**src/rtl/cond_logic.sv**
```systemverilog
// Condition-check and flag-register unit for the execute slot.
// Gates PCSrc/RegWrite/MemWrite by the instruction's condition code
// and keeps the architectural {N,Z,C,V} register.
//
// Ports:
//   clk, reset_n         clock, async active-low reset
//   in_valid, stall      slot occupancy and hold
//   Cond, ALUFlags       condition field, ALU {N,Z,C,V}
//   FlagW                [1] writes N,Z; [0] writes C,V
//   PCs, RegW, MemW      ungated decoder controls
//   PCSrc, RegWrite,
//   MemWrite             condition-gated controls
//   CondEx               current instruction passes its condition
//   Flags                architectural flag register
//   cond_err             sticky: Cond=1111 seen on a valid instruction
//   exec_count,
//   squash_count         statistics, only with COND_STATS_EN defined
//
// Optional feature macro: COND_STATS_EN (statistics counters).
module cond_logic #(
    parameter int CNT_W = 16
) (
    input  logic             clk,
    input  logic             reset_n,
    input  logic             in_valid,
    input  logic             stall,
    input  logic [3:0]       Cond,
    input  logic [3:0]       ALUFlags,
    input  logic [1:0]       FlagW,
    input  logic             PCs,
    input  logic             RegW,
    input  logic             MemW,
    output logic             PCSrc,
    output logic             RegWrite,
    output logic             MemWrite,
    output logic             CondEx,
`ifdef COND_STATS_EN
    output logic [CNT_W-1:0] exec_count,
    output logic [CNT_W-1:0] squash_count,
`endif
    output logic [3:0]       Flags,
    output logic             cond_err
);

    if (CNT_W < 8 || CNT_W > 32) begin : g_cnt_w_range
        $error("cond_logic: CNT_W must be within 8..32");
    end

    logic n_f;
    logic z_f;
    logic c_f;
    logic v_f;
    logic cond_ex;
    logic adv;
    logic upd;

    assign n_f = Flags[3];
    assign z_f = Flags[2];
    assign c_f = Flags[1];
    assign v_f = Flags[0];

    // Evaluated against the registered flags, so a flag write in this
    // cycle is only visible to the next instruction.
    always_comb begin
        cond_ex = 1'b0;
        unique case (Cond)
            4'b0000: cond_ex = z_f;
            4'b0001: cond_ex = ~z_f;
            4'b0010: cond_ex = c_f;
            4'b0011: cond_ex = ~c_f;
            4'b0100: cond_ex = n_f;
            4'b0101: cond_ex = ~n_f;
            4'b0110: cond_ex = v_f;
            4'b0111: cond_ex = ~v_f;
            4'b1000: cond_ex = c_f & ~z_f;
            4'b1001: cond_ex = ~c_f | z_f;
            4'b1010: cond_ex = (n_f == v_f);
            4'b1011: cond_ex = (n_f != v_f);
            4'b1100: cond_ex = ~z_f & (n_f == v_f);
            4'b1101: cond_ex = z_f | (n_f != v_f);
            4'b1110: cond_ex = 1'b1;
            4'b1111: cond_ex = 1'b0;
        endcase
    end

    assign CondEx   = cond_ex;

    // Stall does not mask these; the consumer repeats the instruction.
    assign PCSrc    = PCs  & cond_ex & in_valid;
    assign RegWrite = RegW & cond_ex & in_valid;
    assign MemWrite = MemW & cond_ex & in_valid;

    assign adv = in_valid & ~stall;
    assign upd = adv & cond_ex;

    always_ff @(posedge clk or negedge reset_n) begin
        if (!reset_n) begin
            Flags <= 4'b0000;
        end else begin
            if (upd & FlagW[1]) begin
                Flags[3:2] <= ALUFlags[3:2];
            end
            if (upd & FlagW[0]) begin
                Flags[1:0] <= ALUFlags[1:0];
            end
        end
    end

    always_ff @(posedge clk or negedge reset_n) begin
        if (!reset_n) begin
            cond_err <= 1'b0;
        end else if (adv && Cond == 4'b1111) begin
            cond_err <= 1'b1;
        end
    end

`ifdef COND_STATS_EN
    // Saturating counters: stop at all-ones instead of wrapping.
    always_ff @(posedge clk or negedge reset_n) begin
        if (!reset_n) begin
            exec_count   <= '0;
            squash_count <= '0;
        end else if (adv) begin
            if (cond_ex) begin
                if (~&exec_count) begin
                    exec_count <= exec_count + CNT_W'(1);
                end
            end else begin
                if (~&squash_count) begin
                    squash_count <= squash_count + CNT_W'(1);
                end
            end
        end
    end
`endif

endmodule
```
**config.mk**
```make
export PLATFORM = sky130hd
export DESIGN_NAME = cond_logic
export DESIGN_NICKNAME = d
export VERILOG_FILES = /design/src/rtl/cond_logic.sv
export SDC_FILE = /design/constraint.sdc
export NUM_CORES = 1
export LEC_CHECK = 0
export CORE_MARGIN = 1
export CORE_UTILIZATION = 37
export CTS_CLUSTER_DIAMETER = 100
export DETAILED_ROUTE_END_ITERATION = 12
export PLACE_DENSITY = 0.76
export SLEW_MARGIN = 30
export SYNTH_ARGS = -nofsm -noshare
export SYNTH_HDL_FRONTEND = slang
export SYNTH_SLANG_ARGS = --single-unit
```
**constraint.sdc**
```tcl
create_clock -name clk -period 2.48 [get_ports clk]
set_clock_uncertainty 0.05 [all_clocks]
set_input_delay 0.372 -clock clk [delete_from_list [all_inputs] [get_ports clk]]
set_output_delay 0.372 -clock clk [all_outputs]
set_load 0.02 [all_outputs]
```
==> metrics.txt, run 1 <==
Antenna Cells=0; overall power=830 uW; Core ar.=1170 um2; top_reg_cell synth=dfrtp_1; layout cells sized above 1=0.443; die height=38.7 um; Slew HR=0.819; Highest Clock Rate=401 MHz; Worst Path Arrival=2070 ps; H-tree levels=1; Routed Antenna Nets=0; post-synth top area share=0.251; PortBufs=25; fin crit period=about 2500 ps; RD Place Congestion=0.795; Worst Path Max Fanout=4; Num Clock Sinks=5; Bufs on Longest Clock Path=2; Area contributors post-synth=dfrtp_1 25%, mux2_1 11%, and3_1 6.3%, o311ai_4 5.3%, nand2_1 4.5%; num ports=26; simple-gate area share of the yosys netlist=0.342; nets@finish=115; cell accounting for the most synthesized area=dfrtp_1; Final Slew Violations=0; crit path kind=register to output port; total track usage=0.277; Starting DRT DRC Count=9; sequential share of the synthesized area=0.251; nature of the critical path endpoint=output port; proportion of synthesized area in mux cells=0.113; DRC errors left=0; setup violators final=1; Netlist Area Pre-Place=between 400 and 500 um2; Vias=roughly 600; Max Cap Viol=0; Die Width=38.7 um; largest net degree at the start of global routing=10; initial antenna violation count=0; P per Cell Area=866 nW/um2; most frequent cells in the layout=18 x buf_4, 17 x clkdlybuf4s50_1, 5 x dfrtp_1, 5 x nand2_1, 4 x dlygate4sd2_1; register bit total from synthesis=5; drt via density=5.30; peak supply drop=0.626 mV; setup TNS=-13.9 ps; EDFF count, synth=0; Net Count, Synth=70; initial core utilization=0.425; Syn Area/Cell=roughly 9.4 um2; P_leak=about 0.43 nW; complex-gate fraction of the synthesized area=0.206; Area Growth Syn to Fin=92.5%; adder-cell share of the synthesized area=0; Hold Crit Class=primary input to async pin; WL final=between 1.5 and 2 mm; vias in the first global route=approximately 630; clk slew on worst S/H paths=40 ps; Num CTS Buffers=3; xor and xnor area share after synthesis=0.0352; setup slack after layout=-13.9 ps; clk_lat worst skew=240 ps; Initial DRT Pass Iterations=4; CTS Hold Bufs=0; global route total overflow=0; Syn Inst Count=53; required time of the critical path=2060 ps; actual slew at the worst max-slew pin=271 ps; number of hold violations in the final report=0; Post-Layout Cell Count=111; most common cell after layout, fill and taps aside=buf_4; period utilization=1.01; failing checks=setup timing; first-pass GRT wire length=between 2 and 3 mm; FP Rows=12; async set-reset flop share out of synthesis=1.00; post-route cell area=958 um2; Area after DPL=about 860 um2; DIE AREA=between 1000 and 1500 um2; DR WL/cell=15.8 um; Root Buffer=clkbuf_4; dominant combinational cell family by area after synthesis=simple AND/OR/NAND/NOR gates; CTS tree=built; placed cells=104; yosys warns=0; synth unique cells=28; status=complete, but fails checks; crit start category=register; Final HPWL DP=1.16 mm
-- registers in the layout, indices dropped and copies added (netlist names) --
register,count
cond_err,1
Flags,4
-- synth_stat cells, types with 2 or more instances --
| library cell | instances |
|---|---|
| dfrtp_1 | 5 |
| nand2_1 | 6 |
| and3_1 | 5 |
| nor2_2 | 2 |
| inv_1 | 3 |
| nand3b_1 | 2 |
| mux2_1 | 5 |
| nor2_1 | 3 |
| buf_4 | 2 |
| o21ai_0 | 2 |
-- per-layer routing --
layer | up-vias | global-route usage | part of all wire
met2 | 16 | 0.500 | 0.55
met5 | - | 0 | 0
met4 | 0 | 0.129 | 0.0068
li1 | 283 | - | -
met3 | 2 | 0.0405 | 0.033
met1 | 287 | 0.312 | 0.41
-- metrics by stage --
step	utilization	hold slack, ps	setup WS, ps
finish	0.818	309	-13.9
floorplan	-	26.4	43.0
global placement	0.731	409	-525
global route	0.818	323	-40.7
detailed placement	0.731	409	-582
CTS	0.792	301	1.66
-- path summary, 6_finish.rpt --
kind,slack [ps],cells after the start,endpoint,startpoint
worst min-delay path,310,1,Flags[0],reset_n
worst max-delay path,-10,7,RegWrite,Flags[3]
worst max register to register,150,8,Flags[3],Flags[3]
min in group clk,420,1,cond_err,cond_err
max in group asynchronous,1880,1,Flags[3],reset_n
worst min register to register,420,1,cond_err,cond_err
-- cell families (layout without fill, tap and decap cells) --
family,Yosys count,count (layout)
xor+xnor,2,2
compound gates,9,9
flops,5,5
buf+inv,5,49
mux,5,5
simple gates,27,27
-- worst max-delay path, stage by stage, from the launching register on --
cell,delay [ps]
dfrtp_1,400
xor2_2,190
or4_4,420
a41oi_2,220
nor3_4,60
nor2_2,190
and3_4,230
buf_6,110
-- where the power goes --
group,total (mW),internal [mW],leakage [nW],switching (mW)
combinational,0.579,0.320,0.358,0.259
sequential,0.158,0.118,0.0599,0.0390
clock,0.0932,0.0608,0.0150,0.0325
-- what timing repair did --
item                                    in CTS  in global routing
buffers inserted                             3                  0
resized for setup                           29                  5
endpoints found under the setup margin       4                  4
pin swaps                                    8                  5
-- cell type report --
type | count | area, um2
Timing Repair Buffer | 42 | 374
Tap cell | 14 | 17.5
Multi-Input combinational cell | 43 | 404
Clock buffer | 4 | 26.3
Fill cell | 78 | 213
Sequential cell | 5 | 125
Inverter | 3 | 11.3
Power figures use the tool's default switching activity.
==> run 2: changes to the inputs <==
--- a/config.mk
+++ b/config.mk
@@ -5,6 +5,7 @@
 export SDC_FILE = /design/constraint.sdc
 export NUM_CORES = 1
 export LEC_CHECK = 0
+export ABC_CLOCK_PERIOD_IN_PS = 2480
 export CORE_MARGIN = 1
 export CORE_UTILIZATION = 37
 export CTS_CLUSTER_DIAMETER = 100
==> results of run 2 <==
The final DEF is identical to that of run 1; final timing and power are the same.
